--- src/rtl/fc_pkg.sv ---
// Shared types and constants for the fully-connected layer sequencer.
//   fc_seq_state_t : sequencer FSM state encoding
//   FC_NCH         : channel count of the fc datapath
//   FC_LENGTH      : default elements per channel
//   FC_WWORDS      : weight words per load (weights plus one bias word)
//   FC_RESULTS     : serial results produced per pass
package fc_pkg;

  typedef enum logic [2:0] {
    StIdle,
    StLoadW,
    StFeed,
    StDrain,
    StWaitDone
  } fc_seq_state_t;

  localparam int unsigned FC_NCH     = 4;
  localparam int unsigned FC_LENGTH  = 64;
  localparam int unsigned FC_WWORDS  = FC_NCH * FC_LENGTH + 1;
  localparam int unsigned FC_RESULTS = FC_NCH * FC_LENGTH;

endpackage

--- src/rtl/fc_stagger.sv ---
// Per-channel delay line: channel k is delayed k cycles relative to channel 0.
//   clk, rst   : clock, asynchronous active-high reset
//   in_valid   : beat strobe shared by all channels
//   in_data    : NCH packed lanes, lane 0 in the LSBs
//   out_valid  : per-channel delayed strobe
//   out_data   : per-channel delayed data, zero when the lane carries no beat
module fc_stagger #(
  parameter int unsigned DATA_WIDTH = 16,
  parameter int unsigned NCH        = 4
) (
  input  logic                      clk,
  input  logic                      rst,
  input  logic                      in_valid,
  input  logic [NCH*DATA_WIDTH-1:0] in_data,
  output logic [NCH-1:0]            out_valid,
  output logic [NCH*DATA_WIDTH-1:0] out_data
);

  // Lane 0 has no delay; gate it so idle lanes read as zero.
  assign out_valid[0]              = in_valid;
  assign out_data[DATA_WIDTH-1:0]  = in_valid ? in_data[DATA_WIDTH-1:0] : '0;

  for (genvar k = 1; k < NCH; k++) begin : g_lane
    logic [k-1:0]                 vld_q;
    logic [k-1:0][DATA_WIDTH-1:0] dat_q;

    always_ff @(posedge clk or posedge rst) begin
      if (rst) begin
        vld_q <= '0;
        dat_q <= '0;
      end else begin
        vld_q[0] <= in_valid;
        dat_q[0] <= in_valid ? in_data[k*DATA_WIDTH +: DATA_WIDTH] : '0;
        for (int s = 1; s < k; s++) begin
          vld_q[s] <= vld_q[s-1];
          dat_q[s] <= dat_q[s-1];
        end
      end
    end

    assign out_valid[k]                          = vld_q[k-1];
    assign out_data[k*DATA_WIDTH +: DATA_WIDTH]  = dat_q[k-1];
  end

endmodule

--- src/rtl/fc_sequencer.sv ---
// Sequences one fully-connected layer pass: weight/bias load, staggered
// feature streaming, tagging of the serial product stream, completion report.
// Optional build macro FC_SEQ_ACC_EN adds a per-channel result accumulator.
//   clk, rst          : clock, asynchronous active-high reset
//   start, reload_w   : pass request (idle only) and weight-reload select
//   w_rd_*            : weight memory read port, 1-cycle latency; last word is bias
//   fc_weight/bias/.. : weight/bias beats to the datapath
//   f_rd_*            : feature buffer read port, 4 packed channels, 1-cycle latency
//   fc_data/fc_ivalid : staggered channel data and per-channel valid
//   fc_result/fc_done : serial result stream and completion pulse from datapath
//   res_*             : registered, tagged result stream
//   busy, done, err   : status; err is sticky until rst or an accepted start
//   acc_valid/acc_data: (FC_SEQ_ACC_EN only) per-channel signed result sum
module fc_sequencer
  import fc_pkg::*;
#(
  parameter int unsigned LENGTH_FC    = FC_LENGTH,
  parameter int unsigned DATA_WIDTH   = 16,
  parameter int unsigned FILTERBATCH  = FC_NCH,
  parameter int unsigned DONE_TIMEOUT = 8,
  parameter int unsigned WADDR_W      = $clog2(FILTERBATCH*LENGTH_FC+1),
  parameter int unsigned FADDR_W      = $clog2(LENGTH_FC)
) (
  input  logic                      clk,
  input  logic                      rst,
  input  logic                      start,
  input  logic                      reload_w,
  output logic                      w_rd_en,
  output logic [WADDR_W-1:0]        w_rd_addr,
  input  logic [DATA_WIDTH-1:0]     w_rd_data,
  output logic [DATA_WIDTH-1:0]     fc_weight,
  output logic [DATA_WIDTH-1:0]     fc_bias,
  output logic                      fc_weight_valid,
  output logic                      f_rd_en,
  output logic [FADDR_W-1:0]        f_rd_addr,
  input  logic [DATA_WIDTH*4-1:0]   f_rd_data,
  output logic [DATA_WIDTH*4-1:0]   fc_data,
  output logic [FC_NCH-1:0]         fc_ivalid,
  input  logic [2*DATA_WIDTH-1:0]   fc_result,
  input  logic                      fc_done,
  output logic                      res_valid,
  output logic [2*DATA_WIDTH-1:0]   res_data,
  output logic [1:0]                res_ch,
  output logic [FADDR_W-1:0]        res_idx,
  output logic                      busy,
  output logic                      done,
  output logic                      err
`ifdef FC_SEQ_ACC_EN
  ,
  output logic                                    acc_valid,
  output logic signed [2*DATA_WIDTH+FADDR_W-1:0]  acc_data
`endif
);

  localparam int unsigned NWORDS   = FILTERBATCH * LENGTH_FC + 1;
  localparam int unsigned NRESULTS = FILTERBATCH * LENGTH_FC;
  localparam int unsigned CNT_W    = WADDR_W + 1;

  localparam logic [CNT_W-1:0] LAST_WADDR   = CNT_W'(NWORDS - 1);
  localparam logic [CNT_W-1:0] LAST_WBEAT   = CNT_W'(NWORDS);
  localparam logic [CNT_W-1:0] FEED_BEATS   = CNT_W'(LENGTH_FC);
  localparam logic [CNT_W-1:0] LAST_RESULT  = CNT_W'(NRESULTS - 1);
  localparam logic [CNT_W-1:0] LAST_TIMEOUT = CNT_W'(DONE_TIMEOUT - 1);

  fc_seq_state_t state_q, state_d;
  logic [CNT_W-1:0] cnt_q, cnt_d;
  logic w_loaded_q, w_loaded_d;
  logic err_q, err_d;
  logic done_q, done_d;

  logic wv_q, bias_q, fv_q;
  logic res_valid_q;
  logic [2*DATA_WIDTH-1:0] res_data_q;
  logic [1:0] res_ch_q;
  logic [FADDR_W-1:0] res_idx_q;

  // State register.
  always_ff @(posedge clk or posedge rst) begin
    if (rst) begin
      state_q    <= StIdle;
      cnt_q      <= '0;
      w_loaded_q <= 1'b0;
      err_q      <= 1'b0;
      done_q     <= 1'b0;
    end else begin
      state_q    <= state_d;
      cnt_q      <= cnt_d;
      w_loaded_q <= w_loaded_d;
      err_q      <= err_d;
      done_q     <= done_d;
    end
  end

  // Next-state logic. cnt_q is the beat/cycle counter of the current state.
  always_comb begin
    state_d    = state_q;
    cnt_d      = cnt_q + CNT_W'(1);
    w_loaded_d = w_loaded_q;
    err_d      = err_q;
    done_d     = 1'b0;
    unique case (state_q)
      StIdle: begin
        cnt_d = '0;
        if (start) begin
          err_d = 1'b0;
          if (reload_w && !w_loaded_q) begin
            state_d = StLoadW;
          end else if (reload_w) begin
            // Datapath weight counter cannot rewind without reset: flag and reuse.
            err_d   = 1'b1;
            state_d = StFeed;
          end else if (!w_loaded_q) begin
            err_d = 1'b1;
          end else begin
            state_d = StFeed;
          end
        end
      end
      StLoadW: begin
        // Stays one cycle past the last read so the bias beat lands in LOAD_W.
        if (cnt_q == LAST_WBEAT) begin
          state_d    = StFeed;
          cnt_d      = '0;
          w_loaded_d = 1'b1;
        end
      end
      StFeed: begin
        if (cnt_q == FEED_BEATS) begin
          state_d = StDrain;
          cnt_d   = '0;
        end
      end
      StDrain: begin
        if (cnt_q == LAST_RESULT) begin
          state_d = StWaitDone;
          cnt_d   = '0;
        end
      end
      StWaitDone: begin
        if (fc_done) begin
          state_d = StIdle;
          done_d  = 1'b1;
        end else if (cnt_q == LAST_TIMEOUT) begin
          state_d = StIdle;
          err_d   = 1'b1;
          done_d  = 1'b1;
        end
      end
      default: state_d = StIdle;
    endcase
    if (fc_done && (state_q != StWaitDone)) err_d = 1'b1;
  end

  // Outputs decoded from state.
  always_comb begin
    w_rd_en         = 1'b0;
    w_rd_addr       = '0;
    f_rd_en         = 1'b0;
    f_rd_addr       = '0;
    busy            = (state_q != StIdle);
    fc_weight_valid = wv_q;
    fc_weight       = wv_q ? w_rd_data : '0;
    fc_bias         = bias_q ? w_rd_data : '0;
    if (state_q == StLoadW && cnt_q <= LAST_WADDR) begin
      w_rd_en   = 1'b1;
      w_rd_addr = cnt_q[WADDR_W-1:0];
    end
    if (state_q == StFeed && cnt_q < FEED_BEATS) begin
      f_rd_en   = 1'b1;
      f_rd_addr = cnt_q[FADDR_W-1:0];
    end
  end

  // Read-latency alignment and result tagging.
  always_ff @(posedge clk or posedge rst) begin
    if (rst) begin
      wv_q        <= 1'b0;
      bias_q      <= 1'b0;
      fv_q        <= 1'b0;
      res_valid_q <= 1'b0;
      res_data_q  <= '0;
      res_ch_q    <= '0;
      res_idx_q   <= '0;
    end else begin
      wv_q        <= w_rd_en;
      bias_q      <= w_rd_en && (cnt_q == LAST_WADDR);
      fv_q        <= f_rd_en;
      res_valid_q <= (state_q == StDrain);
      if (state_q == StDrain) begin
        res_data_q <= fc_result;
        res_ch_q   <= cnt_q[FADDR_W +: 2];
        res_idx_q  <= cnt_q[FADDR_W-1:0];
      end
    end
  end

  assign res_valid = res_valid_q;
  assign res_data  = res_data_q;
  assign res_ch    = res_ch_q;
  assign res_idx   = res_idx_q;
  assign done      = done_q;
  assign err       = err_q;

  fc_stagger #(
    .DATA_WIDTH (DATA_WIDTH),
    .NCH        (FC_NCH)
  ) u_stagger (
    .clk       (clk),
    .rst       (rst),
    .in_valid  (fv_q),
    .in_data   (f_rd_data),
    .out_valid (fc_ivalid),
    .out_data  (fc_data)
  );

`ifdef FC_SEQ_ACC_EN
  localparam int unsigned ACC_W = 2*DATA_WIDTH + FADDR_W;

  logic signed [ACC_W-1:0] acc_q, acc_sum, acc_data_q;
  logic acc_valid_q;

  assign acc_sum = acc_q + {{FADDR_W{res_data_q[2*DATA_WIDTH-1]}}, res_data_q};

  always_ff @(posedge clk or posedge rst) begin
    if (rst) begin
      acc_q       <= '0;
      acc_data_q  <= '0;
      acc_valid_q <= 1'b0;
    end else begin
      acc_valid_q <= 1'b0;
      if (res_valid_q) begin
        if (res_idx_q == FADDR_W'(LENGTH_FC - 1)) begin
          acc_data_q  <= acc_sum;
          acc_valid_q <= 1'b1;
          acc_q       <= '0;
        end else begin
          acc_q <= acc_sum;
        end
      end
    end
  end

  assign acc_valid = acc_valid_q;
  assign acc_data  = acc_data_q;
`endif

endmodule
--- config.mk ---
export PLATFORM = sky130hd
export DESIGN_NAME = fc_sequencer
export DESIGN_NICKNAME = d
export VERILOG_FILES = /design/src/rtl/fc_pkg.sv /design/src/rtl/fc_stagger.sv /design/src/rtl/fc_sequencer.sv
export SDC_FILE = /design/constraint.sdc
export NUM_CORES = 1
export LEC_CHECK = 0
export BUFFER_PORTS_ARGS = -buffer_cell sky130_fd_sc_hd__buf_4
export CORE_ASPECT_RATIO = 0.6
export CORE_MARGIN = 2
export CORE_UTILIZATION = 48
export CTS_BUF_LIST = sky130_fd_sc_hd__clkbuf_2
export CTS_CLUSTER_SIZE = 10
export DETAILED_ROUTE_END_ITERATION = 6
export HOLD_SLACK_MARGIN = 0.1
export PLACE_DENSITY = 0.83
export SLEW_MARGIN = 20
export SYNTH_ARGS = -nofsm -noshare
export SYNTH_HDL_FRONTEND = slang
export SYNTH_SLANG_ARGS = --single-unit
--- constraint.sdc ---
create_clock -name clk -period 8.6 [get_ports clk]
set_clock_uncertainty 0.15 [all_clocks]
set_input_delay 2.58 -clock clk [delete_from_list [all_inputs] [get_ports clk]]
set_output_delay 2.58 -clock clk [all_outputs]
set_load 0.01 [all_outputs]
* Yosys cells after proc, flatten, opt, wreduce, memory -nomap -nowiden
Cells that the tools add are included.
** Operators by class
- Add/sub/neg operators :: 1
- $lt $le $gt $ge :: 2
- Equal/unequal tests :: 19
- Mux-type cells :: 35
- Reductions and logical operators :: 12
** Operators with widths (number)
- 16-bit 2-to-1 mux :: 6
- 10-bit one-hot mux with 4 select lines :: 1
- 10-bit 2-to-1 mux :: 3
- 3-bit 2-to-1 mux :: 9
- 10-bit by 9-bit equality test with 1-bit output, second input constant :: 2
- 3-bit != test, second input constant :: 5
- 3-bit one-hot mux with 5 select lines :: 1
- 1-bit 2-to-1 mux :: 12
- 10-bit by 1-bit adder with 10-bit output, second input constant :: 1
- 10-bit by 3-bit equality test with 1-bit output, second input constant :: 1
- 10-bit by 7-bit equality test with 1-bit output, second input constant :: 1
- 10-bit by 8-bit equality test with 1-bit output, second input constant :: 1
- 10-bit by 9-bit less-or-equal comparator with 1-bit output, second input constant :: 1
- 10-bit by 7-bit < comparator with 1-bit output, second input constant :: 1
- 9-bit 2-to-1 mux :: 1
- 2-bit != test, second input constant :: 4
- 3-bit by 2-bit equality test with 1-bit output, second input constant :: 2
- 6-bit 2-to-1 mux :: 1
- 6-bit AND reduction :: 1
- 3-bit nonzero test :: 2
- 1-bit logical AND :: 5
- 4-bit != test, second input constant :: 1
- 4-bit AND reduction :: 1
- 3-bit by 1-bit equality test with 1-bit output, second input constant :: 1
- other kinds (5) :: 5
** Word-level totals
- Bits in registers :: 162
- Output and inout bits :: 162

* Depth between registers and ports, before layout
Gate-level depths: netlist of run 1.
- Word-level depth :: 6
- Gate-level depth with buffers :: 8

* Cells and area by module
From an unflattened synthesis of run 1, not the netlist that was laid out.
** Second synthesis, totals
- Cell total of the unflattened synthesis :: 540
- Area total of the unflattened synthesis :: 6263.5 um^2
** By module, submodules not included
- fc_stagger :: times used 1, cells each 204, area each 3246.9 um^2, seq. area each 2477.4 um^2
- fc_sequencer :: times used 1, cells each 336, area each 3016.6 um^2, seq. area each 1501.4 um^2

* Worst setup path before layout of run 1
Ideal clock, no wire load.
- Path type :: in2out
- From :: input port w_rd_data[0]
- To :: output port fc_bias[0]
- Arrival :: 2745 ps
- Data required time :: 5870 ps
- Setup slack :: 3125 ps
- Stages :: 1
- Path buffers :: 0
- Path through :: and2_1
** Between the ends
- Word-level cells in the longest chain between the ends :: 1
** RTL lines
- start, declared :: line fc_sequencer.sv:30 : input logic [DATA_WIDTH-1:0] w_rd_data,
- 16-bit 2-to-1 mux :: line fc_sequencer.sv:163 : fc_bias = bias_q ? w_rd_data : '0;
- end, declared :: line fc_sequencer.sv:32 : output logic [DATA_WIDTH-1:0] fc_bias,
No other way between the ends.

* Worst setup path after layout of run 1
- From :: input port w_rd_data[7]
- To :: output port fc_bias[7]
Same word-level chain as after synthesis.

==> flow_metrics.py, run 1 <==
metrics = {
    "timing": {
        "hold_viol": 0,
        "finalSetupTns_ns": 0,
        "setup_viol": 0,
        "slew_headroom": 0.513,
        "rsz0062_at_grt": "no",
        "fmax_mhz": 174,
        "worst_hold_slack_ns": 0.210,
        "tightestPinTransition_ns": 0.731,
        "min_period_ns": 5.74,
        "fin_crit_sh": 0.667,
        "drv_slew": 0,
    },
    "worst_setup_path": {
        "slowest_stage": "and2_1",
        "cp_cell_sequence": "buf_4, and2_1, buf_4",
        "cp.required_ns": 5.87,
        "r2r_slack_ns": 6.21,
        "critPathArrivalTime_ns": 3.01,
        "max_stage_delay_ns": 0.17,
        "reg2reg_depth": 6,
        "critPathLaunchType": "input pin",
        "crit_type": "in -> out",
        "timing.critical_path.mode_cell": "buf_4",
        "endpoint_kind": "output port",
        "r2r-end": "cnt_q[9]",
        "crit_fanout": 2,
        "r2r_start": "cnt_q[0]",
    },
    "outcome": {
        "status": "finished, final reports clean",
    },
    "job": {
        "maxCapViolations": 0,
    },
    "cts": {
        "path_clk_slew_ns": 0.24,
        "cts_sinks": 159,
        "post_cts_buffers": 0,
        "cts_max_level": 4,
        "hold_buffers": 0,
        "clockBufferDepth": 2,
        "cts_made_buffers": 17,
        "cts.repair.resized": 0,
        "cts_tree": "done",
        "clock_latency_ns": 0.64,
        "cts-root-buf": "clkbuf_2",
    },
    "floorplanning": {
        "rows": 31,
        "die_w_um": 149,
        "die_y_um": 91.2,
        "initial_utilization": 0.497,
        "die_area_um2": 13600,
        "io-pin-count": 279,
        "coreArea_um2": 12200,
    },
    "logic_synthesis": {
        "synth_nets": 670,
        "synth_cells": 548,
        "yosys-top-cells-area": "dfrtp_1 65%, and2_1 12%, nand2_1 7.6%",
        "ys_types": 36,
        "netlist.area_leader.share": 0.655,
        "ys_ff_latch": 159,
        "syn_area_per_cell_um2": 11.1,
        "netlist_area_um2": 6080,
        "ys_warn_count": 0,
        "yosys.area.top_type": "dfrtp_1",
        "seq_area_frac_synth": 0.655,
    },
    "cells_and_area": {
        "layout_commonest_cell": "buf_4",
        "area_growth_pct": 36.7,
        "drive_above_1_share": 0.395,
        "num-nets-final": 910,
        "layout_common_cells": "281 x buf_4, 159 x dfrtp_1, 123 x nand2_1",
        "antennaDiodeCount": 0,
        "final_util": 0.680,
        "final_area_um2": 8310,
    },
    "global_route": {
        "antenna_found_initial": 0,
        "grt_overflow": 0,
        "grt_pass1_vias": 4529,
        "grt_max_degree": 83,
        "grt_pass1_wl_um": 23600,
        "grt_use_total": 0.223,
    },
    "route": {
        "drtIter0Drc": 212,
        "routedWlPerCell_um": 15.5,
        "dr.pass1.iters": 5,
        "wirelength_um": 14900,
        "vias": 4515,
        "antenna_left": 0,
        "drc": 0,
        "via_per_inst": 4.67,
    },
    "place": {
        "routabilityCongestion": 0.892,
        "io_buffers": 278,
        "placed_area_um2": 8040,
        "post-dp-hpwl_um": 11100,
    },
    "min_path": {
        "worstHoldEndpoint": "u_stagger.out_data[59]",
        "hp-class": "reg -> reg",
        "hp-start": "u_stagger.g_lane[3].dat_q[27]",
        "min_path_cells": 0,
    },
    "power": {
        "ir_worst_vdd_uv": 74.6,
        "power.leakage_nw": 4.15,
        "power.density_nw_per_um2": 156,
        "total_power_mw": 1.30,
    },
}
==> worst max-delay path by stage <==
stage / from / endpoint / cells past startpoint
floorplan: rst / bias_q / 1
CTS: w_rd_data[7] / fc_bias[7] / 3
finish: w_rd_data[7] / fc_bias[7] / 3
global route: cnt_q[7] / w_rd_addr[0] / 5
global placement: w_rd_data[6] / fc_bias[6] / 3
detailed placement: w_rd_data[7] / fc_bias[7] / 3
==> flip-flops by register name, indices dropped and copies added, names as in the netlist <==
register / flops
fc_weight_valid: 1
done: 1
res_data: 32
u_stagger.g_lane.dat_q: 64
res_ch: 2
res_valid: 1
u_stagger.g_lane.vld_q: 3
cnt_q: 10
state_q: 3
bias_q: 1
res_idx: 6
u_stagger.out_data: 32
err: 1
w_loaded_q: 1
fv_q: 1
==> power by group <==
part	total, mW	internal (mW)	switching (mW)
logic	0.102	0.0604	0.0421
registers	0.778	0.771	0.00639
clock network	0.419	0.144	0.275
==> critical path: cells and delay by family <==
family	cells	cell delay [ns]
buffers and inverters	2	0.26
and+or+nand+nor	1	0.17
==> routing by layer <==
| metal | track usage | up-vias | wire [um] |
|---|---|---|---|
| met5 | 0 | - | 0 |
| met4 | 0.0659 | 0 | 97 |
| met3 | 0.0407 | 6 | 792 |
| met2 | 0.377 | 153 | 7680 |
| met1 | 0.296 | 2201 | 6370 |
| li1 | - | 2155 | - |
==> cell type report <==
| type | count | area [um2] |
|---|---|---|
| tap | 165 | 206 |
| inverter | 11 | 46.3 |
| sequential | 159 | 3980 |
| multi-input combinational | 317 | 1690 |
| clock inverter | 15 | 176 |
| clock buffer | 17 | 85.1 |
| timing repair buffer | 282 | 2120 |
| fill | 908 | 3910 |
==> through the flow <==
stage / std cells / worst slack, ns
after CTS: 966 / 2.87
after detailed placement: 934 / 2.87
after global routing: 966 / 2.64
final: 966 / 2.86
after global placement: 934 / 2.89
after floorplan: 548 / 1.58
==> synthesized netlist by cell type, drive strengths merged <==
cell	number
a21oi	6
a31oi	5
a41oi	1
and2	112
and3	1
buf	40
clkbuf	21
dfrtp	159
ha	5
inv	11
nand2	123
nand2b	2
nand3	8
nand3b	3
nand4	1
nand4b	1
nor2	17
nor2b	2
nor3	3
nor3b	1
nor4	3
nor4b	1
o211ai	1
o21a	1
o21ai	4
o22ai	1
or2	1
or3	4
or3b	1
or4	2
xnor2	3
xor2	4
==> cells by family (layout without fill, tap and decap cells) <==
group / count (synthesis) / in the layout / synth area share
xor+xnor: 7 / 7 / 0.0101
flops: 159 / 159 / 0.655
fa+ha+maj: 5 / 5 / 0.0103
compound gates: 19 / 19 / 0.0189
buf+inv: 72 / 325 / 0.0669
simple gates: 286 / 286 / 0.239
No activity file was read; power rests on OpenSTA's default activity.
==> inputs of run 2 (changes only) <==
--- a/config.mk
+++ b/config.mk
@@ -5,15 +5,16 @@
 export SDC_FILE = /design/constraint.sdc
 export NUM_CORES = 1
 export LEC_CHECK = 0
+export ABC_AREA = 1
 export BUFFER_PORTS_ARGS = -buffer_cell sky130_fd_sc_hd__buf_4
 export CORE_ASPECT_RATIO = 0.6
 export CORE_MARGIN = 2
-export CORE_UTILIZATION = 48
+export CORE_UTILIZATION = 49
 export CTS_BUF_LIST = sky130_fd_sc_hd__clkbuf_2
 export CTS_CLUSTER_SIZE = 10
 export DETAILED_ROUTE_END_ITERATION = 6
 export HOLD_SLACK_MARGIN = 0.1
-export PLACE_DENSITY = 0.83
+export PLACE_DENSITY = 0.84
 export SLEW_MARGIN = 20
 export SYNTH_ARGS = -nofsm -noshare
 export SYNTH_HDL_FRONTEND = slang
==> constraint.sdc (replaced) <==
create_clock -name clk -period 5.8 [get_ports clk]
set_clock_uncertainty 0.15 [all_clocks]
set_input_delay 1.74 -clock clk [delete_from_list [all_inputs] [get_ports clk]]
set_output_delay 1.74 -clock clk [all_outputs]
set_load 0.01 [all_outputs]
==> run 2 against run 1 <==
Compared with the run above: first-iteration DRC count fell by 10%; cell count rose by 13%; combinational power rose to 13 times the previous value; sequential cell count did not move; critical path depth rose by 4; synthesized cell count rose by 22%; sequential share of layout area fell by 0.54 points; largest power group unchanged.
==> flow_metrics.py, run 2 <==
metrics = {
    "outcome": {
        "status": "finished, final reports clean",
    },
    "cts": {
        "path_clk_slew_ns": 0.27,
        "cts.repair.resized": 0,
        "cts_tree": "done",
        "clockBufferDepth": 2,
        "cts_made_buffers": 17,
        "cts_sinks": 159,
        "cts_max_level": 4,
        "post_cts_buffers": 0,
        "hold_buffers": 0,
        "clock_latency_ns": 0.67,
        "cts-root-buf": "clkbuf_2",
    },
    "floorplanning": {
        "die_area_um2": 13500,
        "coreArea_um2": 12200,
        "io-pin-count": 279,
        "die_w_um": 149,
        "initial_utilization": 0.506,
        "rows": 31,
        "die_y_um": 90.9,
    },
    "global_route": {
        "grt_max_degree": 85,
        "grt_use_total": 0.221,
        "grt_pass1_wl_um": 22800,
        "antenna_found_initial": 0,
        "grt_pass1_vias": 4549,
        "grt_overflow": 0,
    },
    "worst_setup_path": {
        "crit_type": "reg -> out",
        "crit_fanout": 9,
        "cp.required_ns": 3.91,
        "endpoint_kind": "output port",
        "critPathLaunchType": "flip-flop",
        "critPathArrivalTime_ns": 2.48,
    },
    "logic_synthesis": {
        "ys_warn_count": 0,
        "synth_edf_count": 0,
        "yosys-top-cells-area": "dfrtp_1 65%, nand2_1 14%, inv_1 7.7%",
        "synth_most_common_cell": "nand2_1",
        "ys_ff_latch": 159,
        "synth_common_cells": "235 x nand2_1, 159 x dfrtp_1, 126 x inv_1, 37 x nor2_1, 34 x buf_4",
        "synth_nets": 788,
        "seq_area_frac_synth": 0.645,
        "netlist_area_um2": 6170,
        "ys_types": 23,
        "synthFlopType": "dfrtp_1",
        "synth_cells": 666,
        "async_flop_share": 1.00,
        "netlist.area_leader.share": 0.645,
        "syn_area_per_cell_um2": 9.26,
        "yosys.area.top_type": "dfrtp_1",
    },
    "place": {
        "post-place-ws_ns": 1.79,
        "io_buffers": 278,
        "routabilityCongestion": 0.926,
        "post-dp-hpwl_um": 10900,
    },
    "route": {
        "drc": 0,
        "drtIter0Drc": 190,
        "routedWlPerCell_um": 13.3,
        "wirelength_um": 14600,
        "dr.pass1.iters": 4,
        "antenna_left": 0,
        "via_per_inst": 4.40,
        "vias": 4804,
    },
    "timing": {
        "tightestPinTransition_ns": 0.834,
        "worst_hold_slack_ns": 0.200,
        "slew_headroom": 0.443,
        "fmax_mhz": 229,
        "rsz0062_at_grt": "no",
        "fin_ws_ns": 1.43,
        "fin_crit_sh": 0.753,
        "finalSetupTns_ns": 0,
        "drv_slew": 0,
        "min_period_ns": 4.37,
        "setup_viol": 0,
        "hold_viol": 0,
    },
    "power": {
        "total_power_mw": 3.54,
        "ir_worst_vdd_uv": 231,
        "power.leakage_nw": 5.28,
        "power.density_nw_per_um2": 421,
    },
    "cells_and_area": {
        "largest_register_ffs": 64,
        "multiInputGateArea_um2": 1370,
        "antennaDiodeCount": 0,
        "layout_commonest_cell": "buf_4",
        "top_register": "u_stagger.g_lane.dat_q",
        "register_area_um2": 3980,
        "fillCellCount": 926,
        "layout_common_cells": "280 x buf_4, 235 x nand2_1, 158 x dfrtp_1",
        "area_growth_pct": 36.3,
        "num-nets-final": 1036,
        "drive_above_1_share": 0.346,
    },
    "job": {
        "maxCapViolations": 0,
    },
    "min_path": {
        "hp-class": "reg -> reg",
    },
}
==> run 2: cell types whose count changed in the layout (fill, tap and decap cells not counted), moves of 4 or more <==
cell / change
clkinvlp_4: +4
nor2_1: +20
nand2_1: +112
or3_1: -4
o21ai_0: +13
inv_1: +115
a31oi_1: -5
and2_1: -112
==> run 2: final cells by class <==
type	count	area share
inverters	129	0.0580
multi-input cells	325	0.163
well taps	165	0.0246
clock buffers	18	0.0107
clock inverters	14	0.0150
repair buffers	282	0.255
flip-flops and latches	159	0.474
==> run 2: report_power, final <==
group / switching (mW) / internal, mW
Combinational: 0.763 / 0.592
Clock: 0.415 / 0.130
Sequential: 0.208 / 1.43
Total: 1.39 / 2.15
==> run 2: kinds of logic (layout without fill, tap and decap cells) <==
family | after synthesis | count (layout) | synth area share
flops | 159 | 159 | 0.645
simple gates | 292 | 292 | 0.185
compound gates | 23 | 23 | 0.0203
xor+xnor | 5 | 5 | 0.00710
fa+ha+maj | 5 | 5 | 0.0101
buf+inv | 182 | 443 | 0.132
==> run 2: per-layer routing <==
metal  track usage  wire length [um]  up-vias
met5             0                 0        -
met4        0.0627               134        0
met3        0.0773              1350       15
met2         0.367              7130      193
met1         0.275              5940     2202
li1              -                 -     2394
==> run 2: worst paths after layout <==
check / endpoint / depth (start not counted) / slack (ns) / start
setup / recovery: w_rd_addr[4] / 7 / 1.43 / cnt_q[0]
setup reg to reg: cnt_q[5] / 9 / 3.76 / cnt_q[0]
min in group asynchronous: res_data[18] / 2 / 0.85 / rst
hold reg to reg: u_stagger.out_data[43] / 0 / 0.20 / u_stagger.g_lane[2].dat_q[11]
max in group asynchronous: fv_q / 4 / 3.66 / rst
hold / removal: u_stagger.out_data[43] / 0 / 0.20 / u_stagger.g_lane[2].dat_q[11]
==> run 2: per-stage QoR <==
step / instances / util / cell area, um2
2_1_floorplan: 666 / - / 6170
3_3_place_gp: 1059 / 0.671 / 8170
3_5_place_dp: 1059 / 0.671 / 8170
4_1_cts: 1091 / 0.689 / 8390
5_1_grt: 1092 / 0.690 / 8410
6_report: 1092 / 0.690 / 8410
==> run 2: critical path: stages (launching register included) <==
cell and delay [ns]:
dfrtp_1 0.48, inv_1 0.16, ha_1 0.21, nand4_1 0.20
o21ai_0 0.19, nand2_1 0.25, nor2_1 0.18, buf_4 0.14
==> inputs of run 3 (changes only) <==
==> constraint.sdc (replaced) <==
create_clock -name clk -period 4.2 [get_ports clk]
set_clock_uncertainty 0.15 [all_clocks]
set_input_delay 1.26 -clock clk [delete_from_list [all_inputs] [get_ports clk]]
set_output_delay 1.26 -clock clk [all_outputs]
set_load 0.01 [all_outputs]
==> run 3 against run 2 <==
Compared with the run above: critical path depth fell by 3; non-clock buffer count did not move; routed wire length rose by 0.75%; register-to-register slack got worse by 1.7 ns; hold slack improved by 0.016 ns; via count fell by 0.15%; global-route usage rose by 0.11 points; cell count did not move; sequential share of layout area barely moved; first-iteration DRC count rose by 11%; largest cell class unchanged.
==> flow_metrics.py, run 3 (synthesis results as in run 2) <==
metrics = {
    "cells_and_area": {
        "multiInputGateArea_um2": 1370,
        "top_register": "u_stagger.g_lane.dat_q",
        "layout_common_cells": "280 x buf_4, 235 x nand2_1, 158 x dfrtp_1",
        "num-nets-final": 1036,
        "fillCellCount": 964,
        "layout_commonest_cell": "buf_4",
        "drive_above_1_share": 0.346,
        "register_area_um2": 3980,
        "area_growth_pct": 36.3,
        "final_util": 0.690,
        "largest_register_ffs": 64,
        "antennaDiodeCount": 0,
        "final_area_um2": 8410,
    },
    "power": {
        "power.leakage_nw": 5.28,
        "power.density_nw_per_um2": 580,
        "ir_worst_vdd_uv": 361,
        "total_power_mw": 4.88,
    },
    "floorplanning": {
        "die_w_um": 149,
        "initial_utilization": 0.506,
        "rows": 31,
        "die_area_um2": 13500,
        "io-pin-count": 279,
        "die_y_um": 90.9,
        "coreArea_um2": 12200,
    },
    "global_route": {
        "met2_usage": 0.364,
        "grt_overflow": 0,
        "grt_pass1_wl_um": 22900,
        "use_met3": 0.0944,
        "grt_max_degree": 67,
        "met1_usage": 0.273,
        "antenna_found_initial": 0,
        "grt_pass1_vias": 4559,
        "grt_use_total": 0.222,
        "busiest_layer": "met2",
    },
    "cts": {
        "post_cts_buffers": 0,
        "cts_sinks": 159,
        "hold_buffers": 0,
        "clock_latency_ns": 0.67,
        "cts_made_buffers": 17,
        "cts_max_level": 4,
        "clockBufferDepth": 2,
        "path_clk_slew_ns": 0.25,
        "cts_tree": "done",
        "cts-root-buf": "clkbuf_2",
        "cts.repair.resized": 0,
    },
    "route": {
        "via_per_inst": 4.39,
        "routedWlPerCell_um": 13.4,
        "antenna_left": 0,
        "drtIter0Drc": 210,
        "wirelength_um": 14700,
        "vias": 4797,
        "drc": 0,
        "dr.pass1.iters": 4,
    },
    "timing": {
        "fin_ws_ns": 0.419,
        "drv_slew": 0,
        "setup_viol": 0,
        "tightestPinTransition_ns": 0.816,
        "hold_viol": 0,
        "min_period_ns": 3.78,
        "rsz0062_at_grt": "no",
        "fmax_mhz": 264,
        "finalSetupTns_ns": 0,
        "fin_crit_sh": 0.900,
        "slew_headroom": 0.455,
    },
    "place": {
        "placed_area_um2": 8190,
        "routabilityCongestion": 0.845,
        "io_buffers": 278,
        "post-dp-hpwl_um": 11200,
        "post-place-ws_ns": 1.13,
    },
    "outcome": {
        "status": "finished, final reports clean",
    },
    "worst_setup_path": {
        "endpoint_kind": "output port",
        "crit_type": "reg -> out",
        "critPathLaunchType": "flip-flop",
        "cp.required_ns": 2.79,
        "critPathArrivalTime_ns": 2.37,
        "crit_fanout": 7,
    },
    "min_path": {
        "hp-class": "reg -> reg",
    },
    "job": {
        "maxCapViolations": 0,
    },
}
==> run 3: changes by cell type in the layout (fill, tap and decap cells not counted) <==
cell | before | now
dfrtp_4 | 1 | 0
dfrtp_2 | 0 | 1
clkinvlp_4 | 4 | 3
clkinv_4 | 2 | 3
==> run 3: area by class of cell <==
type	count	share of cell area
Inverter	129	0.0580
Tap cell	165	0.0246
Clock inverter	14	0.0152
Sequential cell	159	0.473
Multi-Input combinational cell	325	0.163
Timing Repair Buffer	282	0.255
Clock buffer	18	0.0107
==> run 3: worst paths after layout <==
kind,slack [ns],end,startpoint,depth (start not counted)
setup / recovery,0.42,f_rd_addr[0],state_q[2],4
hold / removal,0.22,u_stagger.out_data[57],u_stagger.g_lane[3].dat_q[25],0
setup reg to reg,2.08,cnt_q[6],state_q[0],7
hold reg to reg,0.22,u_stagger.out_data[57],u_stagger.g_lane[3].dat_q[25],0
max in group asynchronous,2.55,res_data[2],rst,3
min in group asynchronous,0.55,u_stagger.g_lane[1].dat_q[10],rst,2
==> run 3: layer usage <==
layer	routed length (um)	up-vias
met3	1470	17
met1	5830	2220
met2	7160	178
met5	0	-
li1	-	2382
met4	197	0
==> run 3: where the power goes <==
| group | switching (mW) | internal (mW) | total, mW |
|---|---|---|---|
| combinational | 1.07 | 0.821 | 1.89 |
| sequential | 0.258 | 1.97 | 2.23 |
| clock | 0.578 | 0.181 | 0.758 |
==> run 3: critical path, stage by stage (launching register included) <==
cell	delay, ns
dfrtp_1	0.53
nor3_1	0.50
nand2_1	0.33
nor2_1	0.19
buf_4	0.15
==> run 3: through the flow <==
stage               hold WS (ns)  instances
detailed placement         0.185       1060
CTS                        0.216       1092
global route               0.212       1092
finish                     0.216       1092
global placement           0.181       1060
floorplan                  0.181        666
